`src/rtl/dd_puf_pkg.sv`:
```
// Shared types and constants for the DD-PUF readout path.
package dd_puf_pkg;

    localparam int unsigned DATA_W_DEF = 128;
    localparam int unsigned NUM_BYTES  = DATA_W_DEF / 8;
    localparam int unsigned IDX_W      = 5;

    localparam logic [7:0] CRC_POLY_DEF = 8'h07;
    localparam logic [7:0] CRC_INIT_DEF = 8'h00;

    localparam logic [7:0] CMD_START  = 8'd1;
    localparam logic [7:0] CMD_REWIND = 8'd2;
    localparam logic [7:0] CMD_CLEAR  = 8'd3;

    typedef enum logic [2:0] {
        ST_EMPTY,
        ST_CRC_CALC,
        ST_LOADED,
        ST_STREAM,
        ST_DRAINED
    } state_t;

endpackage

```
`src/rtl/crc8_step.sv`:
```
// One byte of MSB-first CRC-8 (no reflection), fully unrolled.
module crc8_step
    import dd_puf_pkg::*;
#(
    parameter logic [7:0] POLY = CRC_POLY_DEF
) (
    input  logic [7:0] crc_in,
    input  logic [7:0] byte_in,
    output logic [7:0] crc_out
);

    logic [7:0] c;

    always_comb begin
        c = crc_in ^ byte_in;
        for (int i = 0; i < 8; i++) begin
            c = c[7] ? ((c << 1) ^ POLY) : (c << 1);
        end
        crc_out = c;
    end

endmodule

```
`src/rtl/dd_puf_readout.sv`:
```
// Captures the DD-PUF response, computes its CRC-8 and serves it as bytes
// (data MSB-first, then CRC) over a request/valid handshake.
module dd_puf_readout
    import dd_puf_pkg::*;
#(
    parameter int unsigned DATA_W   = DATA_W_DEF,
    parameter logic [7:0]  CRC_POLY = CRC_POLY_DEF,
    parameter logic [7:0]  CRC_INIT = CRC_INIT_DEF
) (
    input  logic              CLK,
    input  logic              RESET,
    input  logic [7:0]        CODE,
    input  logic              DONE,
    input  logic [DATA_W-1:0] PUF_OUT,
    input  logic              RD_REQ,
    output logic [7:0]        RD_DATA,
    output logic              RD_VALID,
    output logic              DATA_READY,
    output logic              OVERRUN,
    output logic              UNDERRUN
);

    localparam int unsigned    N_BYTES  = DATA_W / 8;
    localparam int unsigned    N_SLOTS  = 2 ** IDX_W;
    localparam logic [IDX_W-1:0] CRC_IDX = IDX_W'(N_BYTES);

    state_t             state_q, state_d;
    logic [IDX_W-1:0]   idx_q, idx_d;
    logic [7:0]         crc_q, crc_d;
    logic [DATA_W-1:0]  data_q;
    logic               done_q;
    logic [7:0]         code_q;

    logic               done_rise_c, clear_c, rewind_c;
    logic               capture_c, serve_c, set_ovr_c, set_und_c;
    logic [7:0]         byte_sel_c, crc_step_c;
    logic [7:0]         data_bytes [N_SLOTS];

    assign done_rise_c = DONE && !done_q;
    assign clear_c     = (CODE == CMD_CLEAR)  && (code_q != CMD_CLEAR);
    assign rewind_c    = (CODE == CMD_REWIND) && (code_q != CMD_REWIND);

    // Byte view of the stored word; slots past the data are never selected.
    always_comb begin
        data_bytes = '{default: 8'h00};
        for (int i = 0; i < int'(N_BYTES); i++) begin
            data_bytes[i] = data_q[DATA_W-1-8*i -: 8];
        end
    end

    assign byte_sel_c = (idx_q < CRC_IDX) ? data_bytes[idx_q] : crc_q;

    crc8_step #(.POLY(CRC_POLY)) u_crc (
        .crc_in  (crc_q),
        .byte_in (byte_sel_c),
        .crc_out (crc_step_c)
    );

    always_ff @(posedge CLK or negedge RESET) begin
        if (!RESET) state_q <= ST_EMPTY;
        else        state_q <= state_d;
    end

    // Event priority: CLEAR > capture > REWIND > read.
    always_comb begin
        state_d   = state_q;
        idx_d     = idx_q;
        crc_d     = crc_q;
        capture_c = 1'b0;
        serve_c   = 1'b0;
        set_ovr_c = 1'b0;
        if (clear_c) begin
            state_d = ST_EMPTY;
            idx_d   = '0;
            crc_d   = CRC_INIT;
        end else if (done_rise_c && (state_q == ST_EMPTY || state_q == ST_DRAINED)) begin
            capture_c = 1'b1;
            state_d   = ST_CRC_CALC;
            idx_d     = '0;
            crc_d     = CRC_INIT;
        end else begin
            set_ovr_c = done_rise_c;
            if (rewind_c && (state_q == ST_LOADED || state_q == ST_STREAM
                             || state_q == ST_DRAINED)) begin
                state_d = ST_LOADED;
                idx_d   = '0;
            end else if (state_q == ST_CRC_CALC) begin
                // Extra cycle at CRC_IDX aligns DATA_READY to 17 cycles after capture.
                if (idx_q == CRC_IDX) begin
                    state_d = ST_LOADED;
                    idx_d   = '0;
                end else begin
                    crc_d = crc_step_c;
                    idx_d = idx_q + IDX_W'(1);
                end
            end else if (RD_REQ && (state_q == ST_LOADED || state_q == ST_STREAM)) begin
                serve_c = 1'b1;
                idx_d   = idx_q + IDX_W'(1);
                state_d = (idx_q == CRC_IDX) ? ST_DRAINED : ST_STREAM;
            end
        end
        set_und_c = RD_REQ && !serve_c;
    end

    always_ff @(posedge CLK or negedge RESET) begin
        if (!RESET) begin
            idx_q      <= '0;
            crc_q      <= CRC_INIT;
            data_q     <= '0;
            done_q     <= 1'b0;
            code_q     <= 8'h00;
            RD_DATA    <= 8'h00;
            RD_VALID   <= 1'b0;
            DATA_READY <= 1'b0;
            OVERRUN    <= 1'b0;
            UNDERRUN   <= 1'b0;
        end else begin
            idx_q      <= idx_d;
            crc_q      <= crc_d;
            done_q     <= DONE;
            code_q     <= CODE;
            RD_VALID   <= RD_REQ;
            DATA_READY <= (state_d == ST_LOADED) || (state_d == ST_STREAM);
            if (clear_c)        data_q <= '0;
            else if (capture_c) data_q <= PUF_OUT;
            if (RD_REQ)         RD_DATA <= serve_c ? byte_sel_c : 8'h00;
            // A read losing to CLEAR still reports its underrun.
            OVERRUN  <= clear_c ? 1'b0 : (OVERRUN | set_ovr_c);
            UNDERRUN <= clear_c ? set_und_c : (UNDERRUN | set_und_c);
        end
    end

endmodule

```
`config.mk`:
```
export PLATFORM = sky130hd
export DESIGN_NAME = dd_puf_readout
export DESIGN_NICKNAME = d
export VERILOG_FILES = /design/src/rtl/dd_puf_pkg.sv /design/src/rtl/crc8_step.sv /design/src/rtl/dd_puf_readout.sv
export SDC_FILE = /design/constraint.sdc
export NUM_CORES = 1
export LEC_CHECK = 0
export CAP_MARGIN = 10
export CORE_UTILIZATION = 40
export CTS_BUF_LIST = sky130_fd_sc_hd__clkbuf_4
export CTS_CLUSTER_DIAMETER = 150
export DETAILED_ROUTE_END_ITERATION = 12
export GPL_TIMING_DRIVEN = 0
export MAX_ROUTING_LAYER = met4
export PLACE_DENSITY = 0.6
export SLEW_MARGIN = 15
export SYNTH_ARGS = -nofsm -noshare
export SYNTH_HDL_FRONTEND = slang
export SYNTH_HIERARCHICAL = 1
export SYNTH_SLANG_ARGS = --single-unit
export TNS_END_PERCENT = 100
```
`constraint.sdc`:
```
create_clock -name CLK -period 3.6 [get_ports CLK]
set_input_delay 0.9 -clock CLK [delete_from_list [all_inputs] [get_ports CLK]]
set_output_delay 0.9 -clock CLK [all_outputs]
set_load 0.05 [all_outputs]
```
==> results.md, run 1 <==
- Status: complete, no violations
- CP endpoint kind: register
- Global-route wire length before repair: 34,500 um
- RSZ-0062 raised after global routing: false
- Antenna violations before repair: 1
- DP Area: 0.00974 mm2
- Min setup slack post-route: 0.394 ns
- HP Class: in2async
- Final core utilization: ~53%
- Final Hold Vio Count: 0
- GRT Resource Usage Total: 23.6%
- Area delta synth->final: 27.7%
- Crit start category: register
- WL/cell: between 15 and 20 um
- Final min period: 3.21 ns
- Detail Route Antenna Nets: 0
- Placed cells: ~1,200
- Power per cell area: around 830 mW/mm2
- Clk Latency, worst-skew pair: about 0.58 ns
- MaxCap Viol Count: 0
- Prevailing post-synth register cell: dfrtp_1
- Layout cells sized above 1: about 8.4%
- Final instance area: between 0.01 and 0.015 mm2
- DR iter-0 viols: roughly 430
- Syn_nets: approximately 960
- Die Ht: roughly 140 um
- Maximum VDD drop: roughly 570 uV
- Largest net degree at the start of global routing: 90
- Fmax achieved: just over 300 MHz
- Synthesized flop and latch total: around 170
- DR vias: roughly 6,400
- Core ar.: about 0.019 mm2
- Rows: 50
- Flop-to-flop setup slack: between 0.3 and 0.4 ns
- Leakage: 0.00435 uW
- Post-Synthesis Cells: roughly 800
- Max-slew violation count: 0
- WS Path Type: reg2reg
- Sequential cell area: approximately 0.0041 mm2
- Max Root-Sink Buffers: 2
- Placer congestion estimate: approximately 0.86
- Root Driver: clkbuf_4
- Post-synth EDFFs: 0
- Netlist cell types: 48
- Worst Tran Pin Value: just under 1 ns
- Syn Area/Cell: roughly 9.6 um2
- Io pins: 152
- Filler cell count: approximately 1,900
- Starting Density: between 40% and 50%
- Clk_skew: 0.0218 ns
- Final WL: approximately 22,000 um
- Vias/cell: a little over 5
- CP required: about 4.1 ns
- CTS tree: yes
- Number of global-route vias before repair: roughly 6,400
- Post-CTS sizing: 0
- # DRC: 0
- Ys Warns: 6
- Clock transition at the registers of the reported paths: 0.14 ns
- Die area: just over 0.02 mm2
- Fin crit share: around 89%
- Cell Area, Synth: ~0.0079 mm2
- Post-CTS Setup Bufs: 0
- Overflow after GRT: 0
- Max_slew headroom: approximately a third
- Sequential element share of the synthesized area: between 50% and 60%
- CP max FO: 10
- Hold_buf cts: 0
- Arrival time at the worst endpoint: between 3 and 4 ns
- Die width: around 140 um
- Layout Cells excl Fill: around 1,300
- Reg2Reg Depth: 12
- First-pass DRT Iterations: 4
- # setup viols final: 0
- Post-synth ARST share: 100%
- Dpl ws: -0.0334 ns
- DPL Wire Length: around 16,000 um
- # H-tree levels: 4
- IO buf count: between 150 and 200
- Clock sinks: between 150 and 200
- Nets: approximately 1,100
- Reg-to-Reg End: crc_q[2]
- Total CTS buffers: 17
- Worst r2r src: idx_q[0]
- Area occupied by multi-input gates: between 0.003 and 0.004 mm2
==> how the worst max path moves through the flow <==
stage | endpoint | cells after the start | slack [ns] | startpoint
CTS | crc_q[2] | 12 | 0.40 | idx_q[0]
detailed placement | data_q[12] | 7 | -0.03 | CODE[5]
global route | crc_q[2] | 12 | 0.20 | idx_q[0]
floorplan | crc_q[2] | 12 | 0.89 | idx_q[0]
finish | crc_q[2] | 12 | 0.39 | idx_q[0]
global placement | data_q[101] | 1 | -5.30 | RESET
==> logic make-up after synthesis <==
kind of cell               after synthesis  synth area share [%]
AOI/OAI and AO/OA                      174                  12.7
xor gates and xnor gates                20                  2.70
adders and majority gates                2                 0.318
buffers and inverters                   75                  4.37
DFF                                    165                  52.5
muxes                                   50                  10.4
and+or+nand+nor                        331                  17.0
==> worst max-delay path, cell delays in order (launching register included) <==
cell	delay, ns
dfrtp_1	0.40
buf_6	0.16
buf_6	0.20
mux4_2	0.54
a22oi_1	0.20
a31oi_1	0.12
a21oi_1	0.26
inv_1	0.09
xnor2_1	0.32
xnor3_2	0.45
xnor2_1	0.14
mux2i_1	0.12
nor2_1	0.06
==> flip-flops by register name (all words and copies together) (netlist names) <==
name        count
data_q        128
RD_DATA         8
code_q          8
crc_q           8
idx_q           5
state_q         3
DATA_READY      1
OVERRUN         1
RD_VALID        1
UNDERRUN        1
done_q          1
==> stage by stage <==
| stage | TNS (ns) | hold WS (ns) | total power [uW] |
|---|---|---|---|
| 2_1_floorplan | 0 | 0.495 | 6150 |
| 3_3_place_gp | -873.32 | 0.478 | 7150 |
| 3_5_place_dp | -0.387 | 0.507 | 7210 |
| 4_1_cts | 0 | 0.308 | 8400 |
| 5_1_grt | 0 | 0.313 | 9010 |
| 6_report | 0 | 0.301 | 8380 |
==> placed cells by master (no fill, tap or decap), types with 5 or more instances in the layout <==
master / count
clkbuf_1: 34
mux4_2: 23
nor2_1: 27
mux2i_1: 25
a21oi_1: 132
dfrtp_1: 165
a22oi_1: 8
nand2_1: 271
clkdlybuf4s50_1: 150
a32oi_1: 7
clkbuf_4: 17
nor2b_1: 9
buf_2: 19
xnor2_1: 12
o22ai_1: 10
inv_1: 14
xor2_1: 5
a41o_1: 7
==> cell usage after synthesis, types with 5 or more instances <==
master,n,area (um2)
a21oi_1,132,661
a22oi_1,8,60.1
a32oi_1,7,61.3
a41o_1,7,70.1
buf_2,19,95.1
clkbuf_1,34,128
dfrtp_1,165,4130
inv_1,14,52.6
mux2i_1,25,250
mux4_2,23,518
nand2_1,271,1020
nor2_1,27,101
nor2b_1,9,56.3
o22ai_1,10,62.6
xnor2_1,12,105
xor2_1,5,43.8
==> area by class of cell <==
class,count,share of cell area [%]
clock buffers,17,1.27
plain buffers,61,2.90
repair buffers,152,15.4
flip-flops and latches,165,41.1
clock inverters,15,1.78
inverters,14,0.523
well taps,260,3.24
diodes,1,0.0249
multi-input cells,577,33.8
==> power breakdown <==
part / switching [uW] / internal, uW
logic: 2060 / 2070
clock network: 689 / 484
registers: 465 / 2610
==> per-layer routing <==
metal | GRT usage [%] | vias to the layer above | routed length [um]
met5 | - | - | 0
met4 | 8.66 | 0 | 482
met3 | 3.90 | 25 | 802
met2 | 34.9 | 149 | 10100
met1 | 32.9 | 3092 | 10500
li1 | - | 3112 | -
Note: power is estimated with default switching activity, not from simulation.
==> run 2, diff against run 1 <==
CORE_MARGIN = 3   (was unset)
==> results.md, run 2 (synthesis gave the netlist of run 1 again) <==
- Leakage: between 0.004 and 0.005 uW
- Power per cell area: around 840 mW/mm2
- Antenna violations before repair: 1
- Most common cell after layout, fill and taps aside: nand2_1
- Fmax achieved: 314 MHz
- Rows: 50
- Largest stage delay on the critical path: approximately 0.52 ns
- Root Driver: clkbuf_4
- Number of global-route vias before repair: roughly 6,500
- Crit start category: register
- Sw frac: around 38%
- Clock sinks: about 170
- Placed cells: around 1,200
- Clk_skew: ~0.013 ns
- Nets: around 1,100
- Die Ht: about 150 um
- Layout Cells excl Fill: roughly 1,300
- Most frequent cells in the layout: nand2_1, dfrtp_1, clkdlybuf4s50_1, a21oi_1, clkbuf_1
- Largest net degree at the start of global routing: 88
- RSZ-0062 raised after global routing: false
- DR iter-0 viols: ~570
- GR peak layer: met2
- Most flop-heavy register: data_q
- Area delta synth->final: 27.9%
- CP required: between 4 and 5 ns
- Overall power: around 8500 uW
- Max-slew violation count: 0
- Clk Latency, worst-skew pair: 0.58 ns
- Max Root-Sink Buffers: 2
- IO buf count: around 150
- # DRC: 0
- DPL Wire Length: roughly 16,000 um
- Vias/cell: 5.12
- Final min period: approximately 3.2 ns
- Post-CTS sizing: 0
- Post-CTS Setup Bufs: 0
- Arrival time at the worst endpoint: 3.65 ns
- Status: complete, no violations
- WS Path Type: reg2reg
- CTS tree: yes
- Met2 usage: between 30% and 40%
- Core ar.: 0.0190 mm2
- Final WL: about 22,000 um
- Die area: about 0.021 mm2
- Layout cells sized above 1: around 8.4%
- GRT Resource Usage Total: ~22%
- Met1 Use GR: between 30% and 40%
- Overflow after GRT: 0
- HP Class: in2async
- Max reg flops: roughly 130
- Crit path max-delay cell type: mux4_2
- CP Cell Sequence: buf_6 > buf_6 > mux4_2 > a22oi_1 > a31oi_1 > a21oi_1 > inv_1 > xnor2_1 > xnor3_2 > xnor2_1 > mux2i_1 > nor2_1
- Switch Pwr: roughly 3200 uW
- Combinational Power Share: about 50%
- TNS Setup: 0 ns
- Final Hold Vio Count: 0
- Detail Route Antenna Nets: 0
- Worst Tran Pin Value: between 0.9 and 1 ns
- Placer congestion estimate: 0.887
- DR vias: approximately 6,500
- First-pass DRT Iterations: 5
- MaxCap Viol Count: 0
- Starting Density: approximately 41%
- Global-route wire length before repair: 36,000 um
- Sequential power share: a little over a third
- Filler cell count: between 1,500 and 2,000
- Fin crit share: 88.3%
- # setup viols final: 0
- Total CTS buffers: 17
- # H-tree levels: 4
- Maximum VDD drop: just under 600 uV
- Clock transition at the registers of the reported paths: roughly 0.14 ns
- Hold_buf cts: 0
- Max_slew headroom: between 30% and 40%
- CP endpoint kind: register
- Clock network fraction of design power: about 15%
- Met3 usage: roughly 3.4%
- CP max FO: 10
- Pint: 5240 uW
- Die width: 146 um
- Io pins: 152
- WL/cell: 17.8 um
-- run 2: power by group through the flow --
| stage | Clock [uW] | Sequential [uW] | Combinational [uW] |
|---|---|---|---|
| 2_1_floorplan | 0 | 3110 | 3040 |
| 3_3_place_gp | 0 | 3100 | 4050 |
| 3_5_place_dp | 0 | 3110 | 4110 |
| 4_1_cts | 1260 | 3070 | 4140 |
| 5_1_grt | 1360 | 3170 | 4560 |
| 6_report | 1240 | 3070 | 4140 |
-- run 2: path summary, 6_finish.rpt --
path,start,cells after the start,slack (ns),end
max in group asynchronous,RESET,2,2.46,data_q[123]
max,idx_q[0],12,0.42,crc_q[1]
min reg2reg,OVERRUN,2,0.52,OVERRUN
min in group CLK,OVERRUN,2,0.52,OVERRUN
max reg2reg,idx_q[0],12,0.42,crc_q[1]
min,RESET,1,0.28,data_q[50]
-- run 2: worst max-delay path: cells and delay by family, from the launching register on --
| kind | cells | cell delay, ns |
|---|---|---|
| flops | 1 | 0.40 |
| simple gates | 1 | 0.05 |
| compound gates | 3 | 0.59 |
| mux | 2 | 0.65 |
| buf+inv | 3 | 0.44 |
| xor+xnor | 3 | 0.93 |
-- run 2: cell type report --
type	count	area (um2)	area share (%)
sequential	165	4130	41.0
multi-input combinational	577	3390	33.7
timing repair buffer	152	1540	15.3
tap	260	325	3.23
buffer	61	292	2.90
clock inverter	13	181	1.80
clock buffer	19	143	1.42
inverter	14	52.6	0.522
antenna	1	2.50	0.0249
-- run 2: routing by layer --
layer	wire length [um]	part of all wire, %	vias up
met4	461	2.1	0
met1	10600	47	3123
li1	-	-	3127
met5	0	0	-
met2	10300	46	189
met3	1080	4.8	28
-- run 2: through the flow --
step	utilization, %	hold WS, ns	instance area, um2	setup slack, ns
detailed placement	51.2	0.503	9740	0.0133
finish	52.9	0.276	10100	0.420
global route	52.9	0.279	10100	0.257
global placement	51.0	0.480	9700	-5.36
CTS	52.9	0.278	10100	0.430
floorplan	-	0.495	7870	0.887
==> run 3, diff against run 2 <==
SLEW_MARGIN = 20   (was 15)
==> results of run 3 <==
The final DEF is identical to that of run 2; final timing and power are the same.
